--- src/rtl/mc_control_fsm.sv ---
// Main control FSM of the multi-cycle CPU: steps each instruction through
// fetch/decode/execute/memory/writeback and drives datapath selects and strobes.
module mc_control_fsm #(
    parameter bit EN_BNE = 1'b1,
    parameter bit EN_ORI = 1'b1
) (
    input  logic       clk,
    input  logic       reset,
    input  logic [5:0] opcode,
    input  logic [5:0] funct,
    input  logic       zero,
    input  logic       mem_ready,
    output logic       pc_write,
    output logic       ir_write,
    output logic       mem_write,
    output logic       reg_write,
    output logic       i_or_d,
    output logic       alu_src_a,
    output logic [1:0] alu_src_b,
    output logic       imm_zext,
    output logic [1:0] pc_src,
    output logic       reg_dst,
    output logic       mem_to_reg,
    output logic [2:0] alu_control,
    output logic       illegal_instr,
    output logic [3:0] state_debug
);

    typedef enum logic [3:0] {
        S_FETCH   = 4'd0,
        S_DECODE  = 4'd1,
        S_MEMADR  = 4'd2,
        S_MEMRD   = 4'd3,
        S_MEMWB   = 4'd4,
        S_MEMWR   = 4'd5,
        S_EXECUTE = 4'd6,
        S_ALUWB   = 4'd7,
        S_BRANCH  = 4'd8,
        S_IEXEC   = 4'd9,
        S_IWB     = 4'd10,
        S_JUMP    = 4'd11
    } state_t;

    localparam logic [5:0] OP_RTYPE = 6'b000000;
    localparam logic [5:0] OP_LW    = 6'b100011;
    localparam logic [5:0] OP_SW    = 6'b101011;
    localparam logic [5:0] OP_BEQ   = 6'b000100;
    localparam logic [5:0] OP_BNE   = 6'b000101;
    localparam logic [5:0] OP_ADDI  = 6'b001000;
    localparam logic [5:0] OP_ORI   = 6'b001101;
    localparam logic [5:0] OP_J     = 6'b000010;

    localparam logic [2:0] ALU_ADD = 3'b010;
    localparam logic [2:0] ALU_SUB = 3'b110;
    localparam logic [2:0] ALU_AND = 3'b000;
    localparam logic [2:0] ALU_OR  = 3'b001;
    localparam logic [2:0] ALU_SLT = 3'b111;

    state_t state, state_nx;

    // Returns {legal, alu_control} for an R-type funct field.
    function automatic logic [3:0] rtype_decode(input logic [5:0] f);
        case (f)
            6'b100000: rtype_decode = {1'b1, ALU_ADD};
            6'b100010: rtype_decode = {1'b1, ALU_SUB};
            6'b100100: rtype_decode = {1'b1, ALU_AND};
            6'b100101: rtype_decode = {1'b1, ALU_OR};
            6'b101010: rtype_decode = {1'b1, ALU_SLT};
            default:   rtype_decode = {1'b0, ALU_ADD};
        endcase
    endfunction

    logic [3:0] rdec;
    logic       is_bne, is_ori;

    assign rdec   = rtype_decode(funct);
    assign is_bne = EN_BNE && (opcode == OP_BNE);
    assign is_ori = EN_ORI && (opcode == OP_ORI);

    always_ff @(posedge clk or posedge reset) begin
        if (reset) state <= S_FETCH;
        else       state <= state_nx;
    end

    always_comb begin
        state_nx      = S_FETCH;
        pc_write      = 1'b0;
        ir_write      = 1'b0;
        mem_write     = 1'b0;
        reg_write     = 1'b0;
        i_or_d        = 1'b0;
        alu_src_a     = 1'b0;
        alu_src_b     = 2'b00;
        imm_zext      = 1'b0;
        pc_src        = 2'b00;
        reg_dst       = 1'b0;
        mem_to_reg    = 1'b0;
        alu_control   = ALU_ADD;
        illegal_instr = 1'b0;

        case (state)
            S_FETCH: begin
                alu_src_b = 2'b01;
                ir_write  = mem_ready;
                pc_write  = mem_ready;
                state_nx  = mem_ready ? S_DECODE : S_FETCH;
            end
            S_DECODE: begin
                // ALU precomputes the branch target while the opcode is decoded.
                alu_src_b = 2'b11;
                if (opcode == OP_LW || opcode == OP_SW)          state_nx = S_MEMADR;
                else if (opcode == OP_RTYPE && rdec[3])          state_nx = S_EXECUTE;
                else if (opcode == OP_BEQ || is_bne)             state_nx = S_BRANCH;
                else if (opcode == OP_ADDI || is_ori)            state_nx = S_IEXEC;
                else if (opcode == OP_J)                         state_nx = S_JUMP;
                else begin
                    // PC already advanced in FETCH, so dropping back retires it as a NOP.
                    illegal_instr = 1'b1;
                    state_nx      = S_FETCH;
                end
            end
            S_MEMADR: begin
                alu_src_a = 1'b1;
                alu_src_b = 2'b10;
                state_nx  = (opcode == OP_LW) ? S_MEMRD : S_MEMWR;
            end
            S_MEMRD: begin
                i_or_d   = 1'b1;
                state_nx = mem_ready ? S_MEMWB : S_MEMRD;
            end
            S_MEMWB: begin
                mem_to_reg = 1'b1;
                reg_write  = 1'b1;
            end
            S_MEMWR: begin
                i_or_d    = 1'b1;
                mem_write = 1'b1;
                state_nx  = mem_ready ? S_FETCH : S_MEMWR;
            end
            S_EXECUTE: begin
                alu_src_a   = 1'b1;
                alu_control = rdec[2:0];
                state_nx    = S_ALUWB;
            end
            S_ALUWB: begin
                reg_dst   = 1'b1;
                reg_write = 1'b1;
            end
            S_BRANCH: begin
                alu_src_a   = 1'b1;
                alu_control = ALU_SUB;
                pc_src      = 2'b01;
                pc_write    = (opcode == OP_BEQ) ? zero : ~zero;
            end
            S_IEXEC: begin
                alu_src_a   = 1'b1;
                alu_src_b   = 2'b10;
                alu_control = is_ori ? ALU_OR : ALU_ADD;
                imm_zext    = is_ori;
                state_nx    = S_IWB;
            end
            S_IWB: begin
                reg_write = 1'b1;
            end
            S_JUMP: begin
                pc_src   = 2'b10;
                pc_write = 1'b1;
            end
            default: state_nx = S_FETCH;
        endcase

        // Async reset must silence every strobe in the same cycle it is raised.
        if (reset) begin
            pc_write      = 1'b0;
            ir_write      = 1'b0;
            mem_write     = 1'b0;
            reg_write     = 1'b0;
            i_or_d        = 1'b0;
            alu_src_a     = 1'b0;
            alu_src_b     = 2'b00;
            imm_zext      = 1'b0;
            pc_src        = 2'b00;
            reg_dst       = 1'b0;
            mem_to_reg    = 1'b0;
            alu_control   = ALU_ADD;
            illegal_instr = 1'b0;
        end
    end

    assign state_debug = state;

endmodule

--- config.mk ---
export PLATFORM = sky130hd
export DESIGN_NAME = mc_control_fsm
export DESIGN_NICKNAME = d
export VERILOG_FILES = /design/src/rtl/mc_control_fsm.sv
export SDC_FILE = /design/constraint.sdc
export NUM_CORES = 1
export LEC_CHECK = 0
export ABC_CLOCK_PERIOD_IN_PS = 1900
export CAP_MARGIN = 30
export CORE_MARGIN = 4
export CORE_UTILIZATION = 41
export CTS_BUF_LIST = sky130_fd_sc_hd__clkbuf_4 sky130_fd_sc_hd__clkbuf_8
export DETAILED_ROUTE_END_ITERATION = 12
export PLACE_DENSITY = 0.82
export SETUP_SLACK_MARGIN = 0.05
export SLEW_MARGIN = 20
export SYNTH_ARGS = -nofsm -noshare
export SYNTH_HDL_FRONTEND = slang
export SYNTH_SLANG_ARGS = --single-unit
export TNS_END_PERCENT = 100
--- constraint.sdc ---
create_clock -name clk -period 1.9 [get_ports clk]
set_input_delay 0.38 -clock clk [delete_from_list [all_inputs] [get_ports clk]]
set_output_delay 0.38 -clock clk [all_outputs]
set_load 0.005 [all_outputs]
==> impl_metrics.csv, run 1 <==
group,metric,value,unit
yosys,synthMuxAreaShare,1.35,%
floorplan,initial_core_util,42.8,%
yosys,yosys.area_share.xor_xnor,3.55,%
yosys,synthAdderAreaFrac,0,%
yosys,synth_top_flop_cell,"dfrtp_1",
place,place.gp.congestion,0.894,
place,hpwlAfterDp,2.25,mm
clocking,cts_resized,124,
yosys,synth_nets,119,
yosys,synth_compound_area_share,26.1,%
clocking,post-cts-setup-buffers,26,
yosys,async_reset_ff_share,100,%
floorplan,ios,37,
clocking,cts_root_buf,"clkbuf_4",
status,stop_error,"[ERROR DPL-0033] detailed placement checks failed during check placement.",
yosys,synth-simple-area-share,45.0,%
yosys,synth_edf_count,0,
clocking,clock_sinks,4,
status,haltStage,"clock tree synthesis",
clocking,numCtsBuffers,3,
place,io_buffers,36,
floorplan,dieWidth,50.5,µm
yosys,ys_types,47,
yosys,yosys_warnings,0,
status,status,"did not finish",
yosys,syn_area,739,µm²
clocking,clockBufferDepth,2,
yosys,syn-mean-instance-area,7.18,µm²
clocking,h-tree-depth,1,
yosys,synth_top_family_by_area,"simple AND/OR/NAND/NOR gates",
floorplan,rows,15,
yosys,seq_area_frac_synth,13.5,%
yosys,netlist_instances,103,
clocking,cts_hold_buffers,0,
floorplan,die-height,50.5,µm
yosys,synth-seq-cells,4,
==> synthesized netlist by cell type (all sizes together) (2+ instances only) <==
cell	instances	area share [%]
a211o	2	2.4
a21oi	4	2.7
a22oi	2	2.0
a31oi	2	1.7
buf	3	3.7
clkbuf	2	2.4
dfrtp	4	14
inv	6	3.0
nand2	8	4.1
nand2b	8	6.8
nor2	13	6.9
nor3	7	6.1
nor3b	2	2.0
nor4	4	3.4
nor4b	3	4.4
o21a	2	2.0
o21ai	5	3.4
or3	4	4.1
xnor2	2	2.4
==> cells by family after synthesis <==
kind of cell | Yosys count
AO/OA/AOI/OAI | 27
XOR/XNOR | 3
buffers and inverters | 12
flip-flops | 4
multiplexers | 1
AND/OR/NAND/NOR | 56
==> through the flow <==
step,area [µm²],TNS [ns],utilization [%],cells,setup slack [ns]
after global placement,1320,-7.20,76.2,190,-0.761
after floorplan,739,0,-,103,0.264
after detailed placement,1320,-8.00,76.2,190,-0.826
==> run 2, diff against run 1 <==
- CORE_AREA: default -> 4 4 65 67
- CORE_MARGIN: 4 -> default
- CORE_UTILIZATION: 41 -> default
- CTS_BUF_LIST: sky130_fd_sc_hd__clkbuf_4 sky130_fd_sc_hd__clkbuf_8 -> default
- DIE_AREA: default -> 0 0 69 71
- PLACE_DENSITY: 0.82 -> default
- PLACE_DENSITY_LB_ADDON: default -> 0.15
- SETUP_SLACK_MARGIN: 0.05 -> default
==> run 2 against run 1 <==
Compared with the run above: the flow now finishes, with violations (negative setup slack); synthesized cell count unchanged; synthesized area unchanged.
==> impl_metrics.csv, run 2 <==
group,metric,value,unit
status,status,"complete, but fails checks",
status,violations,"negative setup slack",
clocking,clock_sinks,4,
clocking,cts_tree,"done",
routing,routedWlPerCell,13.1,µm
routing,drc,0,
clocking,clockBufferDepth,2,
run,cap_violations,0,
worst_setup_path,critPathKind,"reg2out",
final_layout,antenna_cells,0,
routing,dr.pass1.iters,4,
sta,max_freq,0.514,GHz
pwr,power.leakage,0.796,nW
final_layout,largest_reg_flops,4,
clocking,worstSkewPairLatency,0.22,ns
sta,skew,0.00447,ns
worst_setup_path,r2r_end,"state_debug[0]",
yosys,seq_area_frac_synth,13.5,%
sta,whs,0.421,ns
worst_setup_path,cp-end-kind,"output pin",
sta,rsz0062_at_grt,"yes",
worst_setup_path,r2r_start,"state_debug[1]",
place,dp_slack,-0.804,ns
sta,slew_viol_final,0,
routing,viasPerCell,4.77,
yosys,netlist_instances,103,
worst_setup_path,r2r_slack,0.22,ns
routing,via_count,1136,
pwr,power.total,1.05,mW
sta,slew_headroom,75.1,%
worst_hold_path,hold_path.class,"in2async",
yosys,yosys_warnings,0,
final_layout,drive_gt1_share,54.2,%
sta,period_share,102,%
clocking,h-tree-depth,1,
yosys,synth_nets,119,
routing,drt-initial-drc-count,61,
worst_setup_path,crit_path_start_kind,"register",
clocking,cts_root_buf,"clkbuf_8",
floorplan,die_area,0.00490,mm²
yosys,synth_edf_count,0,
routing,drt-total-wl,3.11,mm
global_routing,gr-usage-all-layers,12.0,%
final_layout,final_common_cell,"buf_4",
global_routing,grt_pass1_wl,4.93,mm
sta,fin_crit,1.95,ns
clocking,numCtsBuffers,3,
yosys,synth-seq-cells,4,
sta,hold_viol,0,
floorplan,initial_core_util,20.4,%
worst_setup_path,path_max_fanout,4,
clocking,clk_pin_slew,0.03,ns
floorplan,dieWidth,69,µm
final_layout,syn2layout_area_growth,123,%
place,hpwlAfterDp,2.43,mm
yosys,synth_top_area_share,13.5,%
pwr,power_density,634,mW/mm²
global_routing,antenna_found_initial,0,
yosys,syn-mean-instance-area,7.18,µm²
sta,finalSetupTns,-0.0494,ns
worst_setup_path,reg2reg_depth,6,
place,place.gp.congestion,0.879,
yosys,syn_area,739,µm²
yosys,async_reset_ff_share,100,%
yosys,ys_types,47,
worst_setup_path,crit_required,1.52,ns
floorplan,rows,22,
floorplan,die-height,71,µm
final_layout,nFillCells,396,
final_layout,final_cell_mix,"52 x buf_4, 10 x nor2_1, 8 x buf_2, 7 x nand2_1",
clocking,cts_hold_buffers,0,
floorplan,core_area,0.00363,mm²
place,io_buffers,36,
pwr,ir_drop,0.168,mV
global_routing,grt_pass1_vias,1144,
yosys,synth_area_leader_cell,"dfrtp_1",
yosys,synth.most_common_cell,"nor2_1",
sta,setup_viol,2,
global_routing,gr-total-overflow,0,
worst_setup_path,worst_ep_arrival_time,1.57,ns
sta,worst_pin_slew,0.368,ns
sta,setup_slack,-0.0458,ns
floorplan,ios,37,
final_layout,num-nets-final,208,
yosys,synth_top_flop_cell,"dfrtp_1",
yosys,synth_common_cells,"12 x nor2_1, 8 x nand2_1, 8 x nand2b_1",
yosys,synth_top_cells_by_area,"dfrtp_1 14%, nand2b_1 6.8%, nor2_1 6.1%, nand2_1 4.1%, nor3_1 3.4%",
global_routing,grt_max_degree,13,
routing,ant_nets,0,
run 2: worst max-delay path by stage:
| stage | startpoint | endpoint | slack [ns] | cells past startpoint |
|---|---|---|---|---|
| floorplan | state_debug[0] | alu_control[2] | 0.26 | 5 |
| CTS | state_debug[0] | alu_src_a | -0.26 | 6 |
| global route | state_debug[1] | alu_control[0] | -0.16 | 7 |
| finish | state_debug[1] | alu_control[0] | -0.05 | 7 |
| detailed placement | opcode[4] | pc_write | -0.80 | 7 |
| global placement | opcode[4] | illegal_instr | -0.75 | 6 |
run 2: cell type report:
cell class	count	area (µm²)	share of cell area, %
clock buffer	3	41.3	2.50
sequential	4	103	6.22
timing repair buffer	90	722	43.7
inverter	6	22.5	1.36
tap	48	60.1	3.64
multi-input combinational	87	702	42.5
run 2: cells by family after synthesis:
kind of cell / Yosys count / synth area share [%]
and+or+nand+nor: 56 / 45.0
AOI/OAI and AO/OA: 27 / 26.1
xor gates and xnor gates: 3 / 3.55
buffers and inverters: 12 / 10.5
DFF: 4 / 13.5
muxes: 1 / 1.35
run 2: per-stage QoR:
stage / std cells / cell area, µm² / util [%]
after floorplan: 103 / 739 / -
after global placement: 225 / 1440 / 39.5
after detailed placement: 225 / 1440 / 39.5
after CTS: 236 / 1570 / 43.2
after global routing: 238 / 1650 / 45.4
final: 238 / 1650 / 45.4
run 2: worst max-delay path, cell delays in order, from the launching register on:
cell and delay [ns]:
dfrtp_2 0.42, and2b_2 0.23, buf_6 0.09, nand4_1 0.11, buf_4 0.17, a2bb2oi_2 0.12
nor2_1 0.09, buf_2 0.12
run 2: where the power goes:
part           internal, mW  switching [mW]
combinational         0.426           0.310
clock                 0.135          0.0410
sequential            0.106          0.0293
run 2: repair_timing:
item	in CTS	in global routing
resized for setup	88	40
setup endpoints to repair	19	12
setup buffers	8	3
cloned	0	0
pin swaps	11	15
run 2: per-layer routing:
| metal | global-route usage (%) | up-vias | wire (µm) |
|---|---|---|---|
| met1 | 12.9 | 545 | 1270 |
| met4 | 2.39 | 0 | 0 |
| li1 | - | 562 | - |
| met2 | 24.2 | 29 | 1710 |
| met3 | 2.13 | 0 | 129 |
| met5 | 0 | - | 0 |
No activity file was read; power rests on OpenSTA's default activity.
==> run 3, diff against run 2 <==
- ABC_CLOCK_PERIOD_IN_PS: 1900 -> default
==> results of run 3 <==
Final layout, timing and power as in run 2 (identical DEF).
==> RTL edit 1 (flow settings as in run 3) <==
Set the parameter `EN_BNE` to 1'b0 (it was 1'b1).
--- a/src/rtl/mc_control_fsm.sv
+++ b/src/rtl/mc_control_fsm.sv
@@ -2,5 +2,5 @@
 // fetch/decode/execute/memory/writeback and drives datapath selects and strobes.
 module mc_control_fsm #(
-    parameter bit EN_BNE = 1'b1,
+    parameter bit EN_BNE = 1'b0,
     parameter bit EN_ORI = 1'b1
 ) (
Behaviour: not the same (a bounded check fails within 4 cycles, from zero or initial values and one cycle with reset high).
==> RTL edit 1 against run 3 <==
The flow still finishes with violations (setup timing); via count grew 0.97%; area after synthesis is 6.4% lower; sequential share of layout area shrank 0.36 points; wire length rose by 7.4%; setup slack got worse by 0.12 ns; total power fell by 16%; synthesized cell count fell by 0.97%; cell area up 6.2%; utilization rose by 2.8 points; sequential cell count unchanged; critical endpoint is now alu_control[1]; highest routed layer is now met4.
==> RTL edit 1: results (changes against run 3) <==
Worst Setup SP=state_debug[0]$_DFF_PP0_; syn_nets=118 (-0.84%); WL/cell=13.8 µm (+5.6%); Final GP Congestion=0.814 (-7.3%); R2R setup slack=0.28 ns (+0.06 ns); sequential fraction of the synthesis area=0.145 (+0.00930); I/O Buffers=36 (unchanged); clock latency on the worst-skew pair=0.21 ns; worst-margin pin slew=0.506 ns (+0.138 ns); final worst setup slack=-0.164 ns (-0.118 ns); global-route wire length before repair=5420 µm (+9.9%); pre-CTS WS=-0.838 ns (-0.0339 ns); combinational group share of total power=0.668 (-0.035); DRT iter0 DRCs=44 (-28%); largest net degree at the start of global routing=14 (+1); Vias per Instance=4.74 (-0.70%); Nets=212 (+1.9%); drt pass-1 iters=4 (unchanged); Placed Area=1420 µm² (-0.96%); Post-synth top cells=14 x nor2_1, 8 x nand2b_1, 6 x nand2_1, 6 x nand3_1, 5 x nor2b_1; synthesis warning total=0 (unchanged); CTS Buf Count=3 (unchanged); Distinct cells, synth=40 (-15%); skew final=0.00151 ns (-0.00295 ns); Total Power=0.000883 W (-16%); P_leak=0.808 nW (+1.6%); Hold Crit Class=in -> async; status=complete, but fails checks; Worst-path clk slew=0.03 ns (about the same); layout cells sized above 1=0.624 (+0.0816); GRT met2 Usage=0.260 (+0.0180); M1 GR Usage=0.140 (+0.0105); Setup Viol. Count Final=5 (+3); violated checks=setup timing; HPWL after detailed placement=2420 µm (-0.37%); vias in the first global route=1209 (+5.7%); RR Endpoint=state_debug[2]$_DFF_PP0_; crit path to=alu_control[1]; peak supply drop=0.193 mV (+14%); FFs w/ async S/R, synth=1.00 (unchanged); ranking of synthesized cells by area=dfrtp_1 14%, nor2_1 7.6%, nand2b_1 7.2%; GRT Overall Usage=0.133 (+0.0131); fillers=376 (-5.1%); Switch Pwr=0.000333 W (-12%)
[RTL edit 1: layout make-up]
| class | instances | area [µm²] | share of cell area |
|---|---|---|---|
| tap | 48 | 60.1 | 0.0343 |
| sequential | 4 | 103 | 0.0585 |
| inverter | 5 | 18.8 | 0.0107 |
| timing repair buffer | 94 | 729 | 0.416 |
| clock buffer | 3 | 41.3 | 0.0236 |
| multi-input combinational | 88 | 801 | 0.457 |
[RTL edit 1: metal layers]
layer / up-vias / part of all wire
li1: 564 / -
met1: 542 / 0.39
met2: 31 / 0.54
met3: 10 / 0.046
met4: 0 / 0.024
met5: - / 0
[RTL edit 1: logic make-up after synthesis]
| group | Yosys count | share of synthesized area |
|---|---|---|
| multiplexers | 1 | 0.0163 |
| AO/OA/AOI/OAI | 24 | 0.268 |
| flip-flops | 4 | 0.145 |
| buffers and inverters | 10 | 0.0579 |
| AND/OR/NAND/NOR | 60 | 0.476 |
| XOR/XNOR | 3 | 0.0380 |
[RTL edit 1: worst max-delay path, stage by stage (launching register included)]
cell,delay (ns)
dfrtp_1,0.41
buf_4,0.17
nand2b_1,0.09
nor2_2,0.16
nand3_4,0.10
buf_4,0.14
a21o_1,0.14
dlygate4sd2_1,0.26
[RTL edit 1: stage by stage]
step | hold slack [ns] | setup TNS, ns | cells
2_1_floorplan | 0.155 | 0 | 102
3_3_place_gp | 0.652 | -7.55 | 225
6_report | 0.529 | -0.449 | 242
3_5_place_dp | 0.648 | -7.82 | 225
4_1_cts | 0.518 | -1.45 | 237
5_1_grt | 0.557 | -1.02 | 242
[RTL edit 1: what timing repair did]
action	in CTS	in global routing
pin swaps	12	11
setup buffers	9	6
endpoints found under the setup margin	19	13
gates resized for setup	85	49
==> RTL edit 2 (config.mk and constraints of run 3) <==
Without the edit above. Put one more register stage on the output `state_debug`, cleared by the reset. The value now appears one clock later. The other outputs are not delayed to match.
--- a/src/rtl/mc_control_fsm.sv
+++ b/src/rtl/mc_control_fsm.sv
@@ -188,5 +188,11 @@
     end
 
-    assign state_debug = state;
+    always_ff @(posedge clk or posedge reset) begin
+        if (reset) begin
+            state_debug <= '0;
+        end else begin
+            state_debug <= state;
+        end
+    end
 
 endmodule
Function: changed (Yosys sat finds a counterexample within 4 cycles, from zero or initial values and one cycle with reset high).
==> RTL edit 2 against run 3 <==
The flow still finishes with violations (setup timing); wire length rose by 13%; cell area up 15%; area after synthesis up 15%; highest routed layer is now met4; count of clock-buffer cells in the layout unchanged; non-clock buffer count grew 7; total power shrank 5.7%; hold slack worse by 0.071 ns; setup slack lost 0.024 ns; sequential power increased by 62%; die area unchanged; critical path type unchanged; synthesized cell count rose by 4.9%; sequential cell count is 4 higher.
==> RTL edit 2: results (changes against run 3) <==
sequential share of cell area=0.107 (+0.0446); CP Max Fanout=7 (+3); final worst setup slack=-0.0700 ns (-0.0241 ns); Placed Area=1560 µm² (+8.5%); Setup Total Neg Slack=-0.228 ns (-0.179 ns); layout cells sized above 1=0.597 (+0.0549); DRT iter0 DRCs=34 (-44%); multi-input combinational area share=0.417 (-0.00833); R2R setup slack=0.29 ns (+0.07 ns); sequential fraction of the synthesis area=0.235 (+0.0999); skew final=0.00177 ns (-0.00270 ns); mux contribution to synthesized area=0 (-0.0135); setup bufs post-CTS=15 (+7); status=complete, but fails checks; Setup Viol. Count Final=7 (+5); ranking of synthesized cells by area=dfrtp_1 24%, nand2b_1 5.9%, a21oi_1 3.5%; largest net degree at the start of global routing=18 (+5); uppermost layer routed=met4; Non-clock buffering overhead=0.417 (-0.0205); syn_nets=124 (+4.2%); HPWL after detailed placement=2400 µm (-1.5%); WL met3=147 µm (+14%); Synth Area in XOR/XNOR=0.0412 (+0.00564); peak supply drop=0.202 mV (+20%); sw frac=0.356 (-0.00751); pre-CTS WS=-0.728 ns (+0.0761 ns); Post-synth top cells=8 x dfrtp_1, 8 x nand2b_1, 8 x nor2_1; fillers=372 (-6.1%); WHS=0.350 ns (-0.0710 ns); Seq cells=8 (+4); violated checks=setup timing; CP delay by family, top=buffers and inverters; global-route wire length before repair=5870 µm (+19%); Comb. pwr=0.000560 W (-24%)
[RTL edit 2: cell count changes after synthesis, sizes merged, moves of 3 or more]
| cell | change |
|---|---|
| buf | +4 |
| and3 | +3 |
| or3 | -3 |
| nor2 | -5 |
| dfrtp | +4 |
| inv | -3 |
| nor2b | +4 |
| nand3 | +3 |
[RTL edit 2: final timing paths]
| check | startpoint | end | depth (start not counted) |
|---|---|---|---|
| max reg2reg | state[1]$_DFF_PP0_ | state[2]$_DFF_PP0_ | 7 |
| max | state[3]$_DFF_PP0_ | alu_control[2] | 7 |
| min in group clk | state[0]$_DFF_PP0_ | state_debug[0]$_DFF_PP0_ | 0 |
| max in group asynchronous | reset | state[3]$_DFF_PP0_ | 4 |
| min | reset | state[1]$_DFF_PP0_ | 4 |
| min reg2reg | state[0]$_DFF_PP0_ | state_debug[0]$_DFF_PP0_ | 0 |
[RTL edit 2: tightest hold or removal path, cell delays in order]
cell      delay (ns)
clkbuf_2        0.10
buf_4           0.16
inv_1           0.09
buf_4           0.18
